**config.mk**
```make
export PLATFORM = sky130hd
export DESIGN_NAME = assignment_driver
export DESIGN_NICKNAME = d
export VERILOG_FILES = /design/src/rtl/assignment_driver.sv
export SDC_FILE = /design/constraint.sdc
export NUM_CORES = 1
export LEC_CHECK = 0
export BUFFER_PORTS_ARGS = -buffer_cell sky130_fd_sc_hd__buf_4
export CELL_PAD_IN_SITES_DETAIL_PLACEMENT = 1
export CELL_PAD_IN_SITES_GLOBAL_PLACEMENT = 1
export CORE_MARGIN = 10
export CORE_UTILIZATION = 25
export DETAILED_ROUTE_END_ITERATION = 7
export PLACE_DENSITY = 0.54
export SLEW_MARGIN = 20
export SYNTH_ARGS = -nofsm -noshare
export SYNTH_HDL_FRONTEND = slang
export SYNTH_SLANG_ARGS = --single-unit
```
**constraint.sdc**
```tcl
create_clock -name CLK -period 1.9 [get_ports CLK]
set_clock_uncertainty 0.15 [all_clocks]
set_input_delay 0.19 -clock CLK [delete_from_list [all_inputs] [get_ports CLK]]
set_output_delay 0.19 -clock CLK [all_outputs]
set_load 0.05 [all_outputs]
```
**src/rtl/assignment_driver.sv**
```systemverilog
// Initiator for the assignment block: fires start once, then N_CALLS next calls, capturing each return bit.
// Optional stall timeout enabled by defining DRIVER_TIMEOUT_EN.
module assignment_driver #(
    parameter int unsigned N_CALLS        = 8,
    parameter int unsigned TIMEOUT_CYCLES = 255
) (
    input  logic               CLK,
    input  logic               RST_N,
    input  logic               go,
    input  logic [N_CALLS-1:0] stim,
    output logic               EN_start,
    input  logic               RDY_start,
    output logic               next_k,
    output logic               EN_next,
    input  logic               next,
    input  logic               RDY_next,
    output logic [N_CALLS-1:0] result,
    output logic               busy,
    output logic               done,
    output logic               timeout_err
);

    localparam int unsigned IDX_W = (N_CALLS > 1) ? $clog2(N_CALLS) : 1;
    localparam logic [IDX_W-1:0] LAST_IDX = IDX_W'(N_CALLS - 1);

    typedef enum logic [1:0] {
        IDLE  = 2'd0,
        START = 2'd1,
        NEXT  = 2'd2,
        DONE  = 2'd3
    } state_e;

    state_e             state_q, state_d;
    logic [IDX_W-1:0]   idx_q, idx_d;
    logic [N_CALLS-1:0] stim_q, stim_d;
    logic [N_CALLS-1:0] result_q, result_d;
    logic               busy_q, busy_d;
    logic               done_q, done_d;
    logic [N_CALLS-1:0] stim_shift;

`ifdef DRIVER_TIMEOUT_EN
    localparam int unsigned STALL_W = $clog2(TIMEOUT_CYCLES + 1);
    localparam logic [STALL_W-1:0] STALL_LAST = STALL_W'(TIMEOUT_CYCLES - 1);

    logic [STALL_W-1:0] stall_q, stall_d;
    logic               terr_q, terr_d;
`endif

    // Method enables are gated by state so they can never fire without RDY.
    assign EN_start   = (state_q == START) & RDY_start;
    assign EN_next    = (state_q == NEXT) & RDY_next;
    assign stim_shift = stim_q >> idx_q;
    assign next_k     = (state_q == NEXT) & stim_shift[0];

    assign result = result_q;
    assign busy   = busy_q;
    assign done   = done_q;

    always_comb begin
        state_d  = state_q;
        idx_d    = idx_q;
        stim_d   = stim_q;
        result_d = result_q;
`ifdef DRIVER_TIMEOUT_EN
        stall_d  = '0;
        terr_d   = terr_q;
`endif

        case (state_q)
            IDLE: begin
                if (go) begin
                    stim_d   = stim;
                    result_d = '0;
                    idx_d    = '0;
`ifdef DRIVER_TIMEOUT_EN
                    terr_d   = 1'b0;
`endif
                    state_d  = START;
                end
            end
            START: begin
                if (EN_start) begin
                    state_d = NEXT;
                end
            end
            NEXT: begin
                if (EN_next) begin
                    result_d = (result_q & ~(N_CALLS'(1) << idx_q)) | (N_CALLS'(next) << idx_q);
                    if (idx_q == LAST_IDX) begin
                        state_d = DONE;
                    end else begin
                        idx_d = idx_q + IDX_W'(1);
                    end
                end
            end
            DONE: begin
                state_d = IDLE;
            end
            default: begin
                state_d = IDLE;
            end
        endcase

`ifdef DRIVER_TIMEOUT_EN
        // Consecutive non-firing cycles while waiting on a method; abort the run at the limit.
        if (((state_q == START) && !EN_start) || ((state_q == NEXT) && !EN_next)) begin
            if (stall_q == STALL_LAST) begin
                state_d = DONE;
                terr_d  = 1'b1;
            end else begin
                stall_d = stall_q + STALL_W'(1);
            end
        end
`endif

        busy_d = (state_d == START) || (state_d == NEXT);
        done_d = (state_d == DONE);
    end

    always_ff @(posedge CLK) begin
        if (!RST_N) begin
            state_q  <= IDLE;
            idx_q    <= '0;
            stim_q   <= '0;
            result_q <= '0;
            busy_q   <= 1'b0;
            done_q   <= 1'b0;
        end else begin
            state_q  <= state_d;
            idx_q    <= idx_d;
            stim_q   <= stim_d;
            result_q <= result_d;
            busy_q   <= busy_d;
            done_q   <= done_d;
        end
    end

`ifdef DRIVER_TIMEOUT_EN
    always_ff @(posedge CLK) begin
        if (!RST_N) begin
            stall_q <= '0;
            terr_q  <= 1'b0;
        end else begin
            stall_q <= stall_d;
            terr_q  <= terr_d;
        end
    end

    assign timeout_err = terr_q;
`else
    logic timeout_unused;

    assign timeout_unused = ^TIMEOUT_CYCLES;
    assign timeout_err    = 1'b0;
`endif

endmodule

```
# Yosys cells after proc, flatten, opt, wreduce, memory -nomap -nowiden
# Cells that the tools add are included.
[classes] n_addsub=1 multipliers=0 div_mod_pow=0 magnitude_cmp=0 eq_ne=10 shifts=3 mux=12 bitwise=6 n_reduce_logical=6
[ops] cell="$mux 8" n=2
[ops] cell="$pmux 8 s2" n=1
[ops] cell="$mux 3" n=3
[ops] cell="$and 8x8->8" n=1
[ops] cell="$eq 2x2->1 const B" n=4
[ops] cell="$mux 2" n=4
[ops] cell="$not 8->8" n=1
[ops] cell="$or 8x8->8" n=1
[ops] cell="$pmux 2 s4" n=1
[ops] cell="$shl 1x3->8" n=1
[ops] cell="$shl 1x3->8 const A" n=1
[ops] cell="$shr 8x3->1" n=1
[ops] cell="$ne 2x2->1 const B" n=3
[ops] cell="$pmux 3 s2" n=1
[ops] cell="$eq 2x1->1 const B" n=2
[ops] cell="$reduce_and 4->1" n=1
[ops] cell="$add 3x1->3 const B" n=1
[ops] cell="$and 1x1->1" n=3
[ops] cell="$eq 3x3->1 const B" n=1
[ops] cell="$reduce_and 3->1" n=1
[ops] cell="$logic_not 2->1" n=1
[ops] cell="$reduce_and 2->1" n=1
[ops] cell="$reduce_bool 2->1" n=1
[ops] cell="$logic_or 1x1->1" n=1
[word_totals] regBits=23 latchBits=0 ramBits=0 rom_bits=0 input_bits=14 out_inout_bits=14 elab_cells=44 mem_count=0

# Logic depth before layout (Yosys ltp)
# Gate-level depths: netlist (run 1).
[logic_depth] word_depth=6 depth_mapped=6 mapped_depth_nobuf=6

# Worst setup path before layout (run 1)
# OpenSTA, ideal clock, no wires.
[synth_path] kind="flip-flop to output port" start="register idx_q[0]" end="output next_k" arrival_time_ns=1.539 required_time_ns=1.560 slack_ns=0.021 path_stages_with_launch=4 n_path_buf=0 path_cell_list="dfxtp_1 > mux4_2 > nand2_1 > a21oi_1"
[synth_via] elab_chain_len=2
[synth_rtl] item="from (decl)" line_no="34" rtl="logic [IDX_W-1:0] idx_q, idx_d;"
[synth_rtl] item="from (signal assigned)" line_no="130" rtl="idx_q <= idx_d;"
[synth_rtl] item="$shr 8x3->1" line_no="52" rtl="assign stim_shift = stim_q >> idx_q;"
[synth_rtl] item="$and 1x1->1" line_no="53" rtl="assign next_k = (state_q == NEXT) & stim_shift[0];"
[synth_rtl] item="to (decl)" line_no="13" rtl="output logic next_k,"
# Every way passes these cells.

# Final worst setup path (run 1)
# Ends and elaborated chain as after synthesis.

==> flow_summary.json, run 1 <==
{
  "min_to": "stim_q[7]$_SDFFE_PN0P_",
  "grtUsageTotal": 0.0806,
  "hpwl_um": 2400,
  "final_cells": 196,
  "antenna_found_initial": 0,
  "criticalPathCategory": "register to output pin",
  "register_area_um2": 464,
  "n_antenna_cell": 0,
  "hp-class": "input pin to register",
  "cts_made_buffers": 3,
  "core_region_area_um2": 4440,
  "clockRootBuffer": "clkbuf_8",
  "hold_buffers": 0,
  "period_minus_slack_ns": 1.82,
  "reg2regPathDepth": 5,
  "final_common_cell": "buf_4",
  "place_ws_ns": 0.111,
  "via_per_inst": 4.80,
  "vdd_drop_max_uv": 236,
  "synth_seq_cells": 23,
  "wl_met1_um": 1220,
  "min_from": "stim[7]",
  "crit_fanout": 4,
  "crit_chain": "mux4_2 -> nand2_1 -> a21oi_1 -> buf_4",
  "ff2ff_setup_slack_ns": 0.19,
  "ys_seq_area_frac": 0.395,
  "period_share": 0.956,
  "cap_violations": 0,
  "crit_buf_inv": 1,
  "routed-via-count": 941,
  "cp_slowest_stage_delay_ns": 0.49,
  "r2r_start": "idx_q[0]$_SDFFE_PN0P_",
  "syn_inst": 118,
  "cts.sinks": 23,
  "final_layout_size_suffix_gt1_frac": 0.264,
  "status": "completed",
  "drt-initial-drc-count": 48,
  "firstDrtPassIters": 4,
  "clock_path_buffers": 2,
  "clk_pin_slew_ns": 0.08,
  "yosysWarnings": 0,
  "cts_setup_buffers": 0,
  "drv_slew": 0,
  "synth_area_um2": 1170,
  "start_kind": "register",
  "final_cell_mix": "29 x buf_4, 22 x dfxtp_1, 17 x nand2_1",
  "grt_max_degree": 24,
  "hold_depth": 3,
  "grt_pass1_vias": 1045,
  "fmax_ghz": 0.551,
  "leakage_nw": 0.605,
  "syn_nets": 139,
  "fp.dieH_um": 88.3,
  "grt_pass1_wl_um": 5020,
  "cp.required_ns": 1.56,
  "rsz0062_at_grt": "no",
  "whs_ns": 0.0264,
  "area_growth_syn_to_layout_pct": 24.4,
  "route.met2.wl_um": 1420,
  "ys_types": 30,
  "dieArea_um2": 7800,
  "finalNetCount": 166,
  "cpMaxStageDelayCell": "mux4_2",
  "setup_viol": 0,
  "die_x_um": 88.3,
  "top_layer_used": "met4",
  "multi_input_area_um2": 646,
  "fillCellCount": 525,
  "cp-end-kind": "output pin",
  "path_delay_family": "multiplexers",
  "cts_tree": "yes",
  "dr_wl_met3_um": 275,
  "initial_core_util": 0.262,
  "gr-total-overflow": 0,
  "clk_latency_ns": 0.27,
  "p_per_area_nw_per_um2": 682,
  "ant_nets": 0,
  "io_buffers": 26,
  "timing.setup.tns_ns": 0,
  "syn_avg_cell_area_um2": 9.88,
  "wl_um": 2960,
  "gp_congestion": 0.696,
  "routedWlPerCell_um": 15.1,
  "row_count": 24,
  "arrival_ns": 1.48,
  "reg2reg_to": "idx_q[2]$_SDFFE_PN0P_",
  "cts.htree.levels": 1,
  "setup_ws_ns": 0.0839,
  "ios": 28,
  "hold_violations": 0,
  "drc_errors": 0,
  "dp.cells": 192
}
[timing repair]
action,4_1_cts,5_1_grt
setup endpoints to repair,1,1
gates resized for setup,1,1
gates cloned,0,0
endpoints found under the hold margin,0,0
pin swaps,0,0
[worst register-to-register path, stage by stage, from the launching register on]
cell and delay (ns):
dfxtp_4 0.37, ha_1 0.22, ha_1 0.22, nand3b_1 0.16, a21oi_1 0.30, mux2i_1 0.23
[worst max path at each step]
stage | start | endpoint | slack [ns] | cells past startpoint
after global routing | idx_q[0]$_SDFFE_PN0P_ | next_k | 0.01 | 4
after global placement | idx_q[0]$_SDFFE_PN0P_ | busy$_SDFF_PN0_ | 0.17 | 6
after floorplan | idx_q[0]$_SDFFE_PN0P_ | next_k | 0.02 | 3
after detailed placement | idx_q[0]$_SDFFE_PN0P_ | busy$_SDFF_PN0_ | 0.11 | 6
final | idx_q[0]$_SDFFE_PN0P_ | next_k | 0.08 | 4
after CTS | idx_q[0]$_SDFFE_PN0P_ | next_k | 0.04 | 4
[power by group]
part	total (W)	leakage [nW]	internal, W	switching, W
clock	0.000312	0.0255	0.000147	0.000165
combinational	0.000157	0.391	0.0000726	0.0000848
sequential	0.000519	0.188	0.000501	0.0000176
[layout make-up]
type / instances / share of cell area
clock buffers: 3 / 0.0285
well taps: 52 / 0.0449
clock inverters: 1 / 0.00345
inverters: 3 / 0.00777
flip-flops and latches: 23 / 0.320
repair buffers: 29 / 0.150
multi-input cells: 85 / 0.445
[flip-flops by register name (all words and copies together), names as in the netlist]
signal and cells:
busy 1, done 1, idx_q 3, result 8
state_q 2, stim_q 8
[cell usage after synthesis (all sizes together)]
cell,count,area (um2)
nand2b,3,18.8
clkbuf,3,11.3
ha,7,87.6
o32ai,1,8.76
buf,4,37.5
nor3b,2,25.0
dfxtp,23,460
nand3,1,5.00
nand4b,1,8.76
o21ai,1,5.00
inv,3,11.3
mux4,2,45.0
conb,1,3.75
mux2i,9,90.1
and3b,2,17.5
nor2b,9,56.3
nand4,1,6.26
nand2,17,63.8
and4b,1,10.0
o22ai,3,18.8
a32o,7,70.1
or3b,1,8.76
and4bb,1,12.5
nand3b,1,7.51
nor2,3,11.3
and3,3,18.8
and2,5,31.3
a21oi,3,15.0
[stage by stage]
step                area (um2)  total power [W]  utilization
finish                    1450         0.000988        0.326
global route              1450          0.00105        0.326
CTS                       1450          0.00101        0.326
detailed placement        1400         0.000692        0.315
global placement          1400         0.000689        0.315
floorplan                 1170         0.000644            -
[layer usage]
metal,up-vias,global-route usage
met5,-,0
met3,5,0.0358
met1,448,0.0846
met2,23,0.139
met4,0,0.0308
li1,465,-
[cells by family after synthesis]
family / synth area share
DFF: 0.395
other: 0.00322
muxes: 0.116
AOI/OAI and AO/OA: 0.101
buffers and inverters: 0.0515
and+or+nand+nor: 0.259
adders and majority gates: 0.0751
Power figures use the tool's default switching activity.
==> run 2: changes to the inputs <==
--- a/config.mk
+++ b/config.mk
@@ -11,7 +11,7 @@
 export CORE_MARGIN = 10
 export CORE_UTILIZATION = 25
 export DETAILED_ROUTE_END_ITERATION = 7
-export PLACE_DENSITY = 0.54
+export PLACE_DENSITY = 0.5
 export SLEW_MARGIN = 20
 export SYNTH_ARGS = -nofsm -noshare
 export SYNTH_HDL_FRONTEND = slang
==> run 2 against run 1 <==
Against the previous run:
- combinational power is essentially flat
- sequential share of layout area shrank 0.33 points
- via count shrank 0.32%
- critical path depth is the same
- register-to-register slack lost 0.05 ns
- worst hold slack lost 0.0034 ns
- routed wire length shrank 0.17%
- first-iteration DRC count shrank 54%
- die area is the same
- critical path type unchanged
- critical endpoint unchanged
- largest cell class unchanged
- highest routed layer unchanged
==> flow_summary.json, run 2 (same netlist as run 1, synthesis figures left out) <==
{
  "gp_congestion": 0.715,
  "vdd_drop_max_uv": 206,
  "firstDrtPassIters": 4,
  "criticalPathCategory": "register to output pin",
  "path_delay_family": "multiplexers",
  "cap_violations": 0,
  "fp.dieH_um": 88.3,
  "timing.setup.tns_ns": 0,
  "via_per_inst": 4.76,
  "cpMaxStageDelayCell": "mux4_2",
  "io_buffers": 26,
  "cp-end-kind": "output pin",
  "drv_slew": 0,
  "period_share": 0.955,
  "grt_pass1_wl_um": 4840,
  "setup_viol": 0,
  "row_count": 24,
  "clockRootBuffer": "clkbuf_8",
  "antenna_found_initial": 0,
  "leakage_nw": 0.611,
  "start_kind": "register",
  "hp-class": "input pin to register",
  "arrival_ns": 1.48,
  "rsz0062_at_grt": "no",
  "reg2reg_to": "idx_q[2]$_SDFFE_PN0P_",
  "clock_path_buffers": 2,
  "clk_latency_ns": 0.27,
  "status": "completed",
  "wl_um": 2960,
  "fmax_ghz": 0.551,
  "crit_buf_inv": 1,
  "min_from": "stim[7]",
  "final_cell_mix": "29 x buf_4, 22 x dfxtp_1, 17 x nand2_1",
  "final_layout_size_suffix_gt1_frac": 0.276,
  "min_to": "stim_q[7]$_SDFFE_PN0P_",
  "routed-via-count": 938,
  "crit_chain": "mux4_2 -> nand2_1 -> a21oi_2 -> buf_6",
  "p_per_area_nw_per_um2": 679,
  "drt-initial-drc-count": 22,
  "place_area_um2": 1410,
  "ant_nets": 0,
  "finalNetCount": 167,
  "cts_made_buffers": 3,
  "n_antenna_cell": 0,
  "reg2regPathDepth": 5,
  "final_common_cell": "buf_4",
  "cts_tree": "yes",
  "grtUsageTotal": 0.0785,
  "initial_core_util": 0.262,
  "cts.sinks": 23,
  "ios": 28,
  "hold_depth": 3,
  "drc_errors": 0,
  "hold_violations": 0,
  "die_x_um": 88.3,
  "crit_fanout": 6,
  "grt_pass1_vias": 1010,
  "gr-total-overflow": 0,
  "grt_max_degree": 24,
  "cp.required_ns": 1.56,
  "area_growth_syn_to_layout_pct": 25.6,
  "period_minus_slack_ns": 1.82,
  "clk_pin_slew_ns": 0.09,
  "ff2ff_setup_slack_ns": 0.14,
  "post-route-cell-area_um2": 1470,
  "dieArea_um2": 7800,
  "r2r_start": "idx_q[0]$_SDFFE_PN0P_",
  "cts.htree.levels": 1,
  "cp_slowest_stage_delay_ns": 0.49,
  "routedWlPerCell_um": 15.0,
  "hpwl_um": 2350,
  "core_region_area_um2": 4440,
  "cts_setup_buffers": 0
}
-- run 2: cell types whose count changed in the layout (fill, tap and decap cells not counted) --
cell | previous run | this run
buf_6 | 0 | 1
a21oi_2 | 0 | 1
a21oi_1 | 3 | 2
-- run 2: how the worst max path moves through the flow --
stage,from,to,slack [ns],cells past startpoint
2_1_floorplan,idx_q[0]$_SDFFE_PN0P_,next_k,0.02,3
3_3_place_gp,idx_q[0]$_SDFFE_PN0P_,busy$_SDFF_PN0_,0.12,6
3_5_place_dp,idx_q[0]$_SDFFE_PN0P_,busy$_SDFF_PN0_,0.09,6
4_1_cts,idx_q[0]$_SDFFE_PN0P_,next_k,0.02,4
5_1_grt,idx_q[0]$_SDFFE_PN0P_,next_k,0.01,4
6_report,idx_q[0]$_SDFFE_PN0P_,next_k,0.08,4
-- run 2: repair_timing --
item | CTS | global route
hold buffers | 0 | 0
pin swaps | 0 | 1
endpoints found under the setup margin | 1 | 1
resized for setup | 2 | 2
-- run 2: where the power goes --
group	switching (W)	total (W)	internal, W	leakage [nW]
logic	0.0000858	0.000158	0.0000725	0.397
registers	0.0000180	0.000519	0.000501	0.188
clock network	0.000171	0.000317	0.000147	0.0255
total	0.000274	0.000995	0.000721	0.611
-- run 2: metal layers --
metal / vias to the layer above / global-route usage / wire [um]
met2: 28 / 0.125 / 1320
met3: 5 / 0.0313 / 238
met5: - / 0 / 0
met4: 0 / 0.0338 / 44
li1: 469 / - / -
met1: 436 / 0.0919 / 1360
-- run 2: area by class of cell --
| type | count | area [um2] |
|---|---|---|
| Clock buffer | 3 | 41.3 |
| Clock inverter | 1 | 5.00 |
| Fill cell | 522 | 2980 |
| Inverter | 3 | 11.3 |
| Multi-Input combinational cell | 85 | 649 |
| Sequential cell | 23 | 464 |
| Tap cell | 52 | 65.1 |
| Timing Repair Buffer | 30 | 229 |
-- run 2: stage by stage --
step / setup WS [ns] / std cells / total power [W] / hold slack [ns] / utilization
2_1_floorplan: 0.0206 / 118 / 0.000644 / 0.209 / -
3_3_place_gp: 0.124 / 193 / 0.000690 / 0.298 / 0.317
3_5_place_dp: 0.0902 / 193 / 0.000693 / 0.310 / 0.317
4_1_cts: 0.0225 / 197 / 0.00101 / 0.0211 / 0.328
5_1_grt: 0.0145 / 197 / 0.00105 / 0.0364 / 0.330
6_report: 0.0847 / 197 / 0.000995 / 0.0229 / 0.330
-- run 2: worst reg2reg max path, cell delays in order, from the launching register on --
cell and delay, ns:
dfxtp_4 0.38, ha_1 0.22, ha_1 0.21, nand3b_1 0.16, a21oi_1 0.34, mux2i_1 0.23
==> run 3: changes to the inputs <==
--- a/config.mk
+++ b/config.mk
@@ -11,7 +11,7 @@
 export CORE_MARGIN = 10
 export CORE_UTILIZATION = 25
 export DETAILED_ROUTE_END_ITERATION = 7
-export PLACE_DENSITY = 0.5
+export PLACE_DENSITY = 0.62
 export SLEW_MARGIN = 20
 export SYNTH_ARGS = -nofsm -noshare
 export SYNTH_HDL_FRONTEND = slang
==> run 3 against run 2 <==
Against the previous run:
- sequential cell count unchanged
- maximum frequency down 0.84%
- global-route usage down 0.39 points
==> flow_summary.json, run 3 (same netlist as run 1, synthesis figures left out) <==
{
  "clockRootBuffer": "clkbuf_8",
  "leakage_nw": 0.605,
  "arrival_ns": 1.49,
  "reg2regPathDepth": 6,
  "gr-total-overflow": 0,
  "cp.required_ns": 1.56,
  "initial_core_util": 0.262,
  "criticalPathCategory": "register to output pin",
  "final_common_cell": "buf_4",
  "cts_setup_buffers": 0,
  "wl_um": 2770,
  "die_x_um": 88.3,
  "timing.setup.tns_ns": 0,
  "min_to": "stim_q[2]$_SDFFE_PN0P_",
  "period_share": 0.963,
  "setup_viol": 0,
  "via_per_inst": 4.72,
  "cts.htree.levels": 1,
  "drt-initial-drc-count": 34,
  "area_growth_syn_to_layout_pct": 24.7,
  "drc_errors": 0,
  "gp_congestion": 0.714,
  "routedWlPerCell_um": 14.1,
  "hp-class": "input pin to register",
  "cap_violations": 0,
  "start_kind": "register",
  "grt_pass1_vias": 961,
  "final_layout_size_suffix_gt1_frac": 0.271,
  "cts_made_buffers": 3,
  "core_region_area_um2": 4440,
  "grt_pass1_wl_um": 4700,
  "cts_tree": "yes",
  "final_cell_mix": "29 x buf_4, 22 x dfxtp_1, 17 x nand2_1",
  "cp-end-kind": "output pin",
  "crit_fanout": 5,
  "row_count": 24,
  "grt_max_degree": 24,
  "final_cells": 196,
  "hold_depth": 3,
  "p_per_area_nw_per_um2": 678,
  "io_buffers": 26,
  "dieArea_um2": 7800,
  "firstDrtPassIters": 4,
  "fp.dieH_um": 88.3,
  "drv_slew": 0,
  "n_antenna_cell": 0,
  "routed-via-count": 926,
  "cts.sinks": 23,
  "dp.cells": 192,
  "clock_path_buffers": 2,
  "min_from": "stim[2]",
  "finalNetCount": 166,
  "hpwl_um": 2220,
  "clk_pin_slew_ns": 0.08,
  "ant_nets": 0,
  "antenna_found_initial": 0,
  "period_minus_slack_ns": 1.83,
  "grtUsageTotal": 0.0746,
  "clk_latency_ns": 0.27,
  "hold_violations": 0,
  "fin_util": 0.327,
  "ff2ff_setup_slack_ns": 0.20,
  "hold_buffers": 0,
  "r2r_start": "idx_q[0]$_SDFFE_PN0P_",
  "reg2reg_to": "busy$_SDFF_PN0_",
  "fmax_ghz": 0.546,
  "vdd_drop_max_uv": 251,
  "ios": 28,
  "status": "completed"
}
-- run 3: how the worst max path moves through the flow --
stage,start,to,slack (ns),cells past startpoint
floorplan,idx_q[0]$_SDFFE_PN0P_,next_k,0.02,3
finish,idx_q[0]$_SDFFE_PN0P_,next_k,0.07,4
global route,idx_q[0]$_SDFFE_PN0P_,next_k,-0.01,4
detailed placement,idx_q[0]$_SDFFE_PN0P_,busy$_SDFF_PN0_,0.10,6
global placement,idx_q[0]$_SDFFE_PN0P_,busy$_SDFF_PN0_,0.14,6
CTS,idx_q[0]$_SDFFE_PN0P_,next_k,0.02,4
-- run 3: where the power goes --
part	internal (W)	switching (W)	total [W]
logic	0.0000724	0.0000850	0.000157
clock network	0.000147	0.000162	0.000309
registers	0.000501	0.0000178	0.000519
total	0.000720	0.000265	0.000985
-- run 3: final cells by class --
cell class,count,area [um2]
well taps,52,65.1
multi-input cells,85,649
fillers,530,2990
repair buffers,29,218
clock buffers,3,41.3
flip-flops and latches,23,464
inverters,3,11.3
clock inverters,1,5.00
-- run 3: through the flow --
stage / power (W) / instance area (um2) / hold slack [ns] / worst slack, ns
final: 0.000985 / 1450 / 0.0320 / 0.0694
after CTS: 0.00101 / 1450 / 0.0296 / 0.0157
after detailed placement: 0.000691 / 1400 / 0.311 / 0.102
after global routing: 0.00104 / 1450 / 0.0214 / -0.0109
after floorplan: 0.000644 / 1170 / 0.209 / 0.0206
after global placement: 0.000686 / 1400 / 0.297 / 0.144
-- run 3: what timing repair did --
item / 4_1_cts / 5_1_grt
gates resized for setup: 1 / 2
endpoints found under the setup margin: 1 / 1
cloned: 0 / 0
pin swaps: 0 / 1
-- run 3: routing by layer --
metal	part of all wire	wire, um	up-vias	global-route usage
met5	0	0	-	0
met4	0.0058	16	0	0.0132
met3	0.075	207	4	0.0377
met2	0.47	1310	20	0.122
met1	0.45	1240	434	0.0867
li1	-	-	468	-
-- run 3: critical path, cell delays in order, from the launching register on --
cell and delay, ns:
dfxtp_4 0.39, mux4_2 0.49, nand2_1 0.10, a21oi_2 0.06
buf_4 0.19
